==> src/rtl/icb2apb_pkg.sv <==
// Shared types, default parameters and width helper for the ICB-to-APB bridge.
// Optional ACCESS watchdog in the top is enabled by defining ICB2APB_TIMEOUT_EN.
package icb2apb_pkg;

    typedef enum logic [1:0] {
        ST_IDLE   = 2'd0,
        ST_SETUP  = 2'd1,
        ST_ACCESS = 2'd2,
        ST_RESP   = 2'd3
    } state_e;

    localparam int DEF_NUM_APB        = 4;
    localparam int DEF_ADDR_W         = 32;
    localparam int DEF_DATA_W         = 32;
    localparam int DEF_SEL_LSB        = 24;
    localparam int DEF_TIMEOUT_CYCLES = 256;

    // ceil(log2(n)), never less than 1 so a single-port build still has a select bit
    function automatic int sel_width(input int n);
        int w;
        w = 0;
        while ((1 << w) < n) begin
            w = w + 1;
        end
        return (w < 1) ? 1 : w;
    endfunction

endpackage

==> src/rtl/icb2apb_decode.sv <==
// Port-select decode: extracts the APB port index from the ICB address and
// flags indices that do not map to an existing port.
module icb2apb_decode
    import icb2apb_pkg::*;
#(
    parameter int NUM_APB = DEF_NUM_APB,
    parameter int ADDR_W  = DEF_ADDR_W,
    parameter int SEL_LSB = DEF_SEL_LSB,
    parameter int SEL_W   = sel_width(DEF_NUM_APB)
) (
    input  logic [ADDR_W-1:0] addr,
    output logic [SEL_W-1:0]  idx,
    output logic              dec_err
);

    localparam logic [SEL_W:0] NUM_PORTS = (SEL_W + 1)'(NUM_APB);

    // only the select field matters here; the full address is latched by the FSM
    logic unused_addr;
    assign unused_addr = ^addr;

    assign idx     = addr[SEL_LSB +: SEL_W];
    assign dec_err = ({1'b0, idx} >= NUM_PORTS);

endmodule

==> src/rtl/icb2apb_bridge_n.sv <==
// ICB slave to N-port APB master bridge: one outstanding command, SETUP/ACCESS
// transfer with wait states, ICB response held until accepted.
// Define ICB2APB_TIMEOUT_EN to abort ACCESS phases after TIMEOUT_CYCLES cycles.
module icb2apb_bridge_n
    import icb2apb_pkg::*;
#(
    parameter int NUM_APB        = DEF_NUM_APB,
    parameter int ADDR_W         = DEF_ADDR_W,
    parameter int DATA_W         = DEF_DATA_W,
    parameter int SEL_LSB        = DEF_SEL_LSB,
    parameter int TIMEOUT_CYCLES = DEF_TIMEOUT_CYCLES
) (
    input  logic                      clk,
    input  logic                      rst_n,
    input  logic                      icb_cmd_valid,
    output logic                      icb_cmd_ready,
    input  logic [ADDR_W-1:0]         icb_cmd_addr,
    input  logic                      icb_cmd_read,
    input  logic [DATA_W-1:0]         icb_cmd_wdata,
    input  logic [DATA_W/8-1:0]       icb_cmd_wmask,
    output logic                      icb_rsp_valid,
    input  logic                      icb_rsp_ready,
    output logic [DATA_W-1:0]         icb_rsp_rdata,
    output logic                      icb_rsp_err,
    output logic [ADDR_W-1:0]         apb_paddr,
    output logic                      apb_pwrite,
    output logic [DATA_W-1:0]         apb_pwdata,
    output logic [DATA_W/8-1:0]       apb_pstrb,
    output logic                      apb_penable,
    output logic [NUM_APB-1:0]        apb_psel,
    input  logic [NUM_APB*DATA_W-1:0] apb_prdata,
    input  logic [NUM_APB-1:0]        apb_pready,
    input  logic [NUM_APB-1:0]        apb_pslverr
);

    localparam int SEL_W  = sel_width(NUM_APB);
    localparam int MASK_W = DATA_W / 8;

    state_e              state_reg, state_next;
    logic [NUM_APB-1:0]  psel_reg, psel_next;
    logic                penable_reg, penable_next;
    logic [ADDR_W-1:0]   paddr_reg, paddr_next;
    logic                pwrite_reg, pwrite_next;
    logic [DATA_W-1:0]   pwdata_reg, pwdata_next;
    logic [MASK_W-1:0]   pstrb_reg, pstrb_next;
    logic                rsp_valid_reg, rsp_valid_next;
    logic [DATA_W-1:0]   rsp_rdata_reg, rsp_rdata_next;
    logic                rsp_err_reg, rsp_err_next;

    logic [SEL_W-1:0]    dec_idx;
    logic                dec_err;
    logic [NUM_APB-1:0]  dec_onehot;
    logic [DATA_W-1:0]   prdata_masked [NUM_APB];
    logic [DATA_W-1:0]   prdata_sel;
    logic                pready_sel;
    logic                pslverr_sel;
    logic                tmo_hit;

    icb2apb_decode #(
        .NUM_APB (NUM_APB),
        .ADDR_W  (ADDR_W),
        .SEL_LSB (SEL_LSB),
        .SEL_W   (SEL_W)
    ) u_decode (
        .addr    (icb_cmd_addr),
        .idx     (dec_idx),
        .dec_err (dec_err)
    );

    // psel_reg is one-hot during a transfer, so it doubles as the return-path mux select
    for (genvar gi = 0; gi < NUM_APB; gi++) begin : g_port
        assign dec_onehot[gi]    = !dec_err && (dec_idx == SEL_W'(gi));
        assign prdata_masked[gi] = psel_reg[gi] ? apb_prdata[gi*DATA_W +: DATA_W] : '0;
    end

    always_comb begin
        prdata_sel = '0;
        for (int i = 0; i < NUM_APB; i++) begin
            prdata_sel = prdata_sel | prdata_masked[i];
        end
    end

    assign pready_sel  = |(apb_pready & psel_reg);
    assign pslverr_sel = |(apb_pslverr & psel_reg);

`ifdef ICB2APB_TIMEOUT_EN
    localparam int TMO_W = sel_width(TIMEOUT_CYCLES);

    logic [TMO_W-1:0] tmo_cnt_reg, tmo_cnt_next;

    // counts ACCESS cycles that ended without pready; a late pready on the last cycle still wins
    always_comb begin
        tmo_cnt_next = tmo_cnt_reg;
        if (state_reg == ST_SETUP) begin
            tmo_cnt_next = '0;
        end else if ((state_reg == ST_ACCESS) && !pready_sel) begin
            tmo_cnt_next = tmo_cnt_reg + 1'b1;
        end
    end

    assign tmo_hit = (state_reg == ST_ACCESS) && !pready_sel &&
                     (tmo_cnt_reg == TMO_W'(TIMEOUT_CYCLES - 1));

    always_ff @(posedge clk or negedge rst_n) begin
        if (!rst_n) begin
            tmo_cnt_reg <= '0;
        end else begin
            tmo_cnt_reg <= tmo_cnt_next;
        end
    end
`else
    logic unused_tmo;
    assign unused_tmo = ^TIMEOUT_CYCLES;
    assign tmo_hit    = 1'b0;
`endif

    always_comb begin
        state_next     = state_reg;
        psel_next      = psel_reg;
        penable_next   = penable_reg;
        paddr_next     = paddr_reg;
        pwrite_next    = pwrite_reg;
        pwdata_next    = pwdata_reg;
        pstrb_next     = pstrb_reg;
        rsp_valid_next = rsp_valid_reg;
        rsp_rdata_next = rsp_rdata_reg;
        rsp_err_next   = rsp_err_reg;

        case (state_reg)
            ST_IDLE: begin
                if (icb_cmd_valid) begin
                    if (dec_err) begin
                        state_next     = ST_RESP;
                        rsp_valid_next = 1'b1;
                        rsp_rdata_next = '0;
                        rsp_err_next   = 1'b1;
                    end else begin
                        state_next   = ST_SETUP;
                        psel_next    = dec_onehot;
                        penable_next = 1'b0;
                        paddr_next   = icb_cmd_addr;
                        pwrite_next  = !icb_cmd_read;
                        pwdata_next  = icb_cmd_wdata;
                        pstrb_next   = icb_cmd_read ? '0 : icb_cmd_wmask;
                    end
                end
            end
            ST_SETUP: begin
                state_next   = ST_ACCESS;
                penable_next = 1'b1;
            end
            ST_ACCESS: begin
                if (pready_sel) begin
                    state_next     = ST_RESP;
                    psel_next      = '0;
                    penable_next   = 1'b0;
                    rsp_valid_next = 1'b1;
                    rsp_rdata_next = pwrite_reg ? '0 : prdata_sel;
                    rsp_err_next   = pslverr_sel;
                end else if (tmo_hit) begin
                    state_next     = ST_RESP;
                    psel_next      = '0;
                    penable_next   = 1'b0;
                    rsp_valid_next = 1'b1;
                    rsp_rdata_next = '0;
                    rsp_err_next   = 1'b1;
                end
            end
            ST_RESP: begin
                if (icb_rsp_ready) begin
                    state_next     = ST_IDLE;
                    rsp_valid_next = 1'b0;
                    rsp_rdata_next = '0;
                    rsp_err_next   = 1'b0;
                end
            end
            default: begin
                state_next = ST_IDLE;
            end
        endcase
    end

    always_ff @(posedge clk or negedge rst_n) begin
        if (!rst_n) begin
            state_reg     <= ST_IDLE;
            psel_reg      <= '0;
            penable_reg   <= 1'b0;
            paddr_reg     <= '0;
            pwrite_reg    <= 1'b0;
            pwdata_reg    <= '0;
            pstrb_reg     <= '0;
            rsp_valid_reg <= 1'b0;
            rsp_rdata_reg <= '0;
            rsp_err_reg   <= 1'b0;
        end else begin
            state_reg     <= state_next;
            psel_reg      <= psel_next;
            penable_reg   <= penable_next;
            paddr_reg     <= paddr_next;
            pwrite_reg    <= pwrite_next;
            pwdata_reg    <= pwdata_next;
            pstrb_reg     <= pstrb_next;
            rsp_valid_reg <= rsp_valid_next;
            rsp_rdata_reg <= rsp_rdata_next;
            rsp_err_reg   <= rsp_err_next;
        end
    end

    // gated by rst_n so that every output reads 0 while reset is held
    assign icb_cmd_ready = rst_n && (state_reg == ST_IDLE);
    assign icb_rsp_valid = rsp_valid_reg;
    assign icb_rsp_rdata = rsp_rdata_reg;
    assign icb_rsp_err   = rsp_err_reg;
    assign apb_paddr     = paddr_reg;
    assign apb_pwrite    = pwrite_reg;
    assign apb_pwdata    = pwdata_reg;
    assign apb_pstrb     = pstrb_reg;
    assign apb_penable   = penable_reg;
    assign apb_psel      = psel_reg;

endmodule

==> config.mk <==
export PLATFORM = sky130hd
export DESIGN_NAME = icb2apb_bridge_n
export DESIGN_NICKNAME = d
export VERILOG_FILES = /design/src/rtl/icb2apb_pkg.sv /design/src/rtl/icb2apb_decode.sv /design/src/rtl/icb2apb_bridge_n.sv
export SDC_FILE = /design/constraint.sdc
export NUM_CORES = 1
export LEC_CHECK = 0
export BUFFER_PORTS_ARGS = -buffer_cell sky130_fd_sc_hd__buf_2
export CORE_AREA = 2 2 124 126
export CTS_CLUSTER_SIZE = 28
export DETAILED_ROUTE_END_ITERATION = 10
export DIE_AREA = 0 0 126 128
export PLACE_DENSITY_LB_ADDON = 0.1
export SETUP_SLACK_MARGIN = 0.1
export SYNTH_ARGS = -nofsm -noshare
export SYNTH_HDL_FRONTEND = slang
export SYNTH_SLANG_ARGS = --single-unit
==> constraint.sdc <==
create_clock -name clk -period 3.5 [get_ports clk]
set_input_delay 0.7 -clock clk [delete_from_list [all_inputs] [get_ports clk]]
set_output_delay 0.7 -clock clk [all_outputs]
set_load 0.02 [all_outputs]
# [After elaboration in Yosys (flattened, before gate mapping)]
# Index checks and enable logic that the tools add are counted.
[word_totals] reg_bits=110 latchBits=0 ram_bits=0 rom_bits=0 input_bits=209 out_inout_bits=109 word_cells=62 mem_count=0
[op_classes] add_sub_neg=0 multipliers=0 n_div=0 n_lt_le_gt_ge=0 eq_ne=9 n_shift=0 n_mux=24 bitwise=5 n_reduce_logical=14
[ops] cell="$mux 32" n=7
[ops] cell="$or 32x32->32" n=3
[ops] cell="$pmux 32 s2" n=1
[ops] cell="$mux 4" n=3
[ops] cell="$reduce_and 3->1" n=4
[ops] cell="$and 4x4->4" n=2
[ops] cell="$eq 2x2->1 const B" n=4
[ops] cell="$pmux 2 s4" n=1
[ops] cell="$pmux 4 s2" n=1
[ops] cell="$reduce_or 4->1" n=2
[ops] cell="$mux 2" n=3
[ops] cell="$ne 2x2->1 const B" n=3
[ops] cell="$mux 1" n=5
[ops] cell="$eq 2x1->1 const B" n=2
[ops] cell="$logic_not 2->1" n=2
[ops] cell="$pmux 1 s2" n=2
[ops] cell="$reduce_bool 2->1" n=2
[ops] cell="$pmux 1 s3" n=1
[ops] cell="$reduce_bool 3->1" n=1
[ops] cell="$reduce_and 2->1" n=1
[ops] cell="$logic_and 1x1->1" n=1
[ops] cell="$logic_not 1->1" n=1

# [Depth between registers and ports, before layout]
# Gate-level depths: netlist of the first run.
[depth] depth_word=7 mapped_depth=7 ltp_nobuf=6

# [Cells and area by module]
# A second synthesis of the first run with hierarchy kept.
[hier_totals] cells_unflattened=398 area_unflattened_um2=5240.0
[modules_own_cells] module="icb2apb_bridge_n" n_inst=1 cells_each=394 area_per_inst_um2=5213.8 seq_area_each_um2=2752.6
[modules_own_cells] module="icb2apb_decode" n_inst=1 cells_each=4 area_per_inst_um2=26.3 seq_area_each_um2=0.0

# [Worst setup path after synthesis of the first run]
# OpenSTA, ideal clock, no wires.
[synth_timing] kind="reg-to-output" start="register state_reg[0]" end="output icb_cmd_ready" arrival_time_ns=0.919 t_required_ns=2.800 path_slack_ns=1.881 stages_incl_launch_ff=4 n_path_buf=0 cell_sequence="dfrtp_1 inv_1 ha_1 and2_1"
[synth_between] elab_chain_cells=2
[synth_rtl] item="from (decl)" line_no="icb2apb_bridge_n.sv:39" text="state_e state_reg, state_next;"
[synth_rtl] item="from (signal assigned)" line_no="icb2apb_bridge_n.sv:196" text="state_reg <= state_next;"
[synth_rtl] item="$logic_not 2->1" line_no="icb2apb_bridge_n.sv:210" text="assign icb_cmd_ready = rst_n && (state_reg == ST_IDLE);"
[synth_rtl] item="$logic_and 1x1->1" line_no="icb2apb_bridge_n.sv:210"
[synth_rtl] item="to (decl)" line_no="icb2apb_bridge_n.sv:16" text="output logic icb_cmd_ready,"
# No other way between the ends.

# [Worst setup path in the final report of the first run]
[layout_timing] start="register psel_reg[1], in the netlist apb_psel[1]" end="output apb_psel[1]"
[layout_rtl] item="from (decl)" line_no="icb2apb_bridge_n.sv:40" text="logic [NUM_APB-1:0] psel_reg, psel_next;"
[layout_rtl] item="from (signal assigned)" line_no="icb2apb_bridge_n.sv:197" text="psel_reg <= psel_next;"
[layout_rtl] item="to (decl)" line_no="icb2apb_bridge_n.sv:30" text="output logic [NUM_APB-1:0] apb_psel,"
# No word-level cell between the ends.

==> flow_summary.ini, run 1 <==
[clock_tree]
cts_buffers = 9
cts_hold_buf = 0
cts_setup_buffers = 0
cts-root-buf = clkbuf_16
cts.repair.resized = 0
clk_pin_slew_ns = 0.07
clk_latency_ns = 0.35
tritoncts = done
cts_max_level = 3
clock_path_buffers = 2
clkSinkCount = 110

[sta]
rsz0062_at_grt = no
fin_crit_sh_pct = 62.9
fin_tns_setup_ns = 0
finalMaxSlewViolations = 0
setup_violations = 0
post-route-min-period_ns = 2.20
worst_slack_ns = 1.30
max_freq_mhz = 454
finalClockSkew_ns = 0.00717
hold_viol_final = 0
maxSlewHeadroom_pct = 34.6
tightest_slew_ns = 0.981

[critical_path]
critPathLaunch = apb_psel[1]$_DFFE_PN0P_
critPathArrivalTime_ns = 1.50
r2r_setup_slack_ns = 1.32
crit_required_ns = 2.80
crit_chain = buf_4 > buf_2
critical_path.max_fanout = 30
path_buf_inv = 2
end_kind = output port
slowest_delay_ns = 0.52
path_class = flip-flop to output port
timing.rr.start = apb_psel[2]$_DFFE_PN0P_
worstSetupStartpointType = flip-flop
cp_top_family = buffers and inverters
r2r_cells = 4
critPathSlowestCell = dfrtp_1
worstReg2RegEnd = icb_rsp_rdata[27]$_DFFE_PN0P_

[yosys]
yosysSeqAreaShare_pct = 55.6
synth_edf_count = 0
synth.cell_area_um2 = 4950
syn-instance-count = 360
syn_nets = 573
yosysTopAreaCellShare_pct = 55.6
yosys-top-cells-count = dfrtp_1, mux2_2, a22o_1
synth-seq-cells = 110
synth_top_area_cell = dfrtp_1
synth_ff_type = dfrtp_1
synthTopCellsByArea = dfrtp_1, mux2_2, a22o_1
synthArstFlopShare_pct = 100
yosysUniqueCellTypes = 31
synth.most_common_cell = dfrtp_1
yosys_warnings = 0
syn_avg_cell_area_um2 = 13.7

[finish]
drive_gt1_share_pct = 61.9
fin_util_pct = 46.9
area_delta_synth_final_pct = 40.9
fin_cells = 859
fin_nets = 877

[power_and_ir_drop]
powerDensity_nw_per_um2 = 363
leakagePower_nw = 3.90
ir_drop_mv = 0.241

[job]
maxCapViolCount = 0

[place]
dp_cells = 841
dp_slack_ns = 1.27
gp_congestion = 0.789
place_hpwl_um = 11400
io_buffers = 317

[min_path]
min_from = apb_pstrb[1]$_DFFE_PN0P_
whs_path_depth = 2
whs_endpoint = apb_pstrb[1]$_DFFE_PN0P_
min_path_type = flip-flop to flip-flop

[floorplanning]
start_util_pct = 33.3
coreArea_um2 = 14900
die_area_um2 = 16100
row_count = 45
dieWidth_um = 126
die-height_um = 128
io_pins = 318

[routing]
viasPerCell = 4.94
firstDrtPassIters = 4
avgRoutedWirePerCell_um = 17.5
drc = 0
drt_iter0_drc = 141
finalWirelength_um = 15000
num_vias = 4247
ant_nets = 0

[global_routing]
grt_pass1_vias = 4350
grt_use_total_pct = 18.0
grt_pass1_wl_um = 22800
grt_antenna_before_repair = 2
grt_overflow = 0
grt_max_degree = 80

[run_status]
status = completed
## tightest hold or removal path: cells and delay by family, from the launching register on
family          cells  cell delay (ns)
simple gates        1             0.04
compound gates      1             0.06
flops               1             0.34
## report_power, final
group / total, mW / internal (mW) / switching, mW
Clock: 1.11 / 0.634 / 0.478
Sequential: 1.27 / 1.27 / 0
Combinational: 0.148 / 0.0850 / 0.0634
## area by class of cell
class	instances	area, um2
multi-input combinational	215	2000
clock inverter	6	95.1
sequential	110	2750
antenna	2	5.00
timing repair buffer	324	1640
fill	1375	7890
clock buffer	10	229
tap	188	235
inverter	4	15.0
## cells by family (layout without fill, tap and decap cells)
group                      count (synthesis)  count (layout)  share of synthesized area (%)
AOI/OAI and AO/OA                        119             119                           21.3
DFF                                      110             110                           55.6
muxes                                     65              65                           14.8
buffers and inverters                     35             344                           4.10
and+or+nand+nor                           27              27                           3.11
adders and majority gates                  4               4                           1.01
other                                      0               2                              0
## stage by stage
step                hold WS, ns  total power, mW  instance area, um2
CTS                       0.485             2.57                6970
floorplan                 0.404             1.30                4950
detailed placement        0.468             1.45                6640
global route              0.501             2.64                6970
global placement          0.463             1.44                6640
finish                    0.482             2.53                6970
## cell usage in the layout (no fill, tap or decap), types with 2 or more instances in the layout
master / synthesis / final
a22oi_4: 2 / 2
bufinv_16: 0 / 2
ha_1: 4 / 4
a32o_1: 2 / 2
a21oi_1: 3 / 3
diode_2: 0 / 2
o2bb2ai_2: 3 / 3
clkbuf_16: 0 / 9
o2bb2ai_1: 31 / 31
buf_4: 5 / 8
buf_2: 12 / 316
a221oi_1: 33 / 33
inv_1: 4 / 4
o21ai_0: 7 / 7
a22o_1: 35 / 35
nand2b_1: 6 / 6
nor2_1: 4 / 4
dfrtp_1: 110 / 110
nand2_1: 10 / 9
clkinvlp_4: 0 / 2
mux2_2: 63 / 63
## worst max path at each step
stage	cells past startpoint	slack, ns	endpoint
finish	2	1.30	apb_psel[1]
global route	4	1.06	icb_rsp_rdata[27]$_DFFE_PN0P_
CTS	4	1.27	icb_cmd_ready
detailed placement	5	1.27	icb_rsp_rdata[11]$_DFFE_PN0P_
global placement	5	1.37	apb_psel[2]$_DFFE_PN0P_
floorplan	3	1.88	icb_cmd_ready
## per-layer routing
layer | global-route usage [%] | share of wire, % | up-vias
met2 | 30.3 | 49 | 200
li1 | - | - | 2005
met4 | 6.66 | 1.7 | 0
met3 | 6.84 | 10 | 17
met1 | 21.0 | 39 | 2025
met5 | 0 | 0 | -
Power figures use the tool's default switching activity.
==> inputs of run 2 (changes only) <==
==> constraint.sdc (replaced) <==
create_clock -name clk -period 2.2 [get_ports clk]
set_input_delay 0.44 -clock clk [delete_from_list [all_inputs] [get_ports clk]]
set_output_delay 0.44 -clock clk [all_outputs]
set_load 0.02 [all_outputs]
==> run 2 against run 1 <==
Against the previous run:
- cell count grew 0.12%
- critical endpoint is now icb_cmd_ready
- non-clock buffer count is 1 higher
- global-route usage down 0.12 points
- critical path type unchanged
- worst hold slack worse by 0.30 ns
- clock power up 35%
==> flow_summary.ini, run 2 (synthesized netlist as in run 1, its figures left out) <==
[run_status]
status = completed

[routing]
ant_nets = 0
num_vias = 4253
drt_iter0_drc = 118
viasPerCell = 4.95
finalWirelength_um = 14900
avgRoutedWirePerCell_um = 17.3
drc = 0
firstDrtPassIters = 4

[sta]
post-route-min-period_ns = 1.90
tightest_slew_ns = 0.584
fin_tns_setup_ns = 0
rsz0062_at_grt = no
max_freq_mhz = 526
maxSlewHeadroom_pct = 61.1
setup_violations = 0
finalMaxSlewViolations = 0
worst_slack_ns = 0.297
finalClockSkew_ns = 0.00617
fin_crit_sh_pct = 86.5
hold_viol_final = 0

[critical_path]
r2r_setup_slack_ns = 0.36
critical_path.max_fanout = 6
r2r_cells = 6
end_kind = output port
worstSetupStartpointType = flip-flop
path_class = flip-flop to output port
worstReg2RegEnd = icb_rsp_rdata[13]$_DFFE_PN0P_
timing.rr.start = state_reg[0]$_DFFE_PN0P_
crit_required_ns = 1.76
critPathArrivalTime_ns = 1.46

[finish]
fin_nets = 878
drive_gt1_share_pct = 61.8
final_common_cell = buf_2
final_cell_mix = buf_2, dfrtp_1, mux2_2
area_delta_synth_final_pct = 40.5

[clock_tree]
cts_max_level = 3
cts-root-buf = clkbuf_16
cts_hold_buf = 0
cts_setup_buffers = 0
clkSinkCount = 110
cts_buffers = 9
clk_pin_slew_ns = 0.07
tritoncts = done
cts.repair.resized = 0
clock_path_buffers = 2
clk_latency_ns = 0.34

[power_and_ir_drop]
finalPower_mw = 3.76
ir_drop_mv = 0.306
powerDensity_nw_per_um2 = 541
leakagePower_nw = 3.90

[floorplanning]
coreArea_um2 = 14900
dieWidth_um = 126
row_count = 45
start_util_pct = 33.3
die_area_um2 = 16100
io_pins = 318
die-height_um = 128

[place]
dp_slack_ns = 0.354
place_hpwl_um = 11100
io_buffers = 317
gp_congestion = 0.787

[global_routing]
grt_pass1_vias = 4305
grt_use_total_pct = 17.9
grt_pass1_wl_um = 22600
grt_antenna_before_repair = 4
grt_overflow = 0
grt_max_degree = 111

[min_path]
min_path_type = input pin to asynchronous set/reset pin

[job]
maxCapViolCount = 0
==> run 2: changes by cell type in the layout (fill, tap and decap cells not counted), sizes merged <==
cell / change
clkinvlp: -1
bufinv: -2
diode: +2
clkbuf: +1
buf: +1
==> run 2: routing by layer <==
layer / up-vias / track usage, % / wire length [um]
met1: 2034 / 19.6 / 5490
li1: 2014 / - / -
met5: - / 0 / 0
met2: 189 / 30.9 / 7470
met3: 16 / 7.55 / 1680
met4: 0 / 6.66 / 247
==> run 2: cell type report <==
cell class / instances / area, um2
clock inverters: 3 / 21.3
fillers: 1395 / 7910
diodes: 4 / 10.0
multi-input cells: 215 / 2000
inverters: 4 / 15.0
flip-flops and latches: 110 / 2750
clock buffers: 11 / 243
repair buffers: 325 / 1670
well taps: 188 / 235
==> run 2: power by group <==
part           switching, mW  internal (mW)
registers                  0           2.02
logic                 0.0983          0.137
clock network          0.713          0.790
==> run 2: worst max-delay path by stage <==
stage                                  start                       endpoint
floorplan           state_reg[0]$_DFFE_PN0P_       apb_paddr[0]$_DFFE_PN0P_
CTS                 state_reg[0]$_DFFE_PN0P_                  icb_cmd_ready
detailed placement  state_reg[0]$_DFFE_PN0P_   icb_rsp_rdata[7]$_DFFE_PN0P_
finish              state_reg[1]$_DFFE_PN0P_                  icb_cmd_ready
global placement    state_reg[0]$_DFFE_PN0P_  icb_rsp_rdata[21]$_DFFE_PN0P_
global route        state_reg[1]$_DFFE_PN0P_                  icb_cmd_ready
==> run 2: worst max-delay path: stages, from the launching register on <==
cell and delay (ns):
dfrtp_1 0.43, inv_1 0.10, ha_1 0.28, and2_1 0.16, buf_2 0.16
==> run 2: per-stage QoR <==
stage / hold slack, ns / utilization (%) / std cells / area, um2
floorplan: 0.144 / - / 360 / 4950
global route: 0.238 / 46.7 / 857 / 6940
detailed placement: 0.467 / 44.9 / 842 / 6680
CTS: 0.217 / 46.7 / 856 / 6940
global placement: 0.462 / 44.9 / 842 / 6680
finish: 0.177 / 46.8 / 860 / 6950
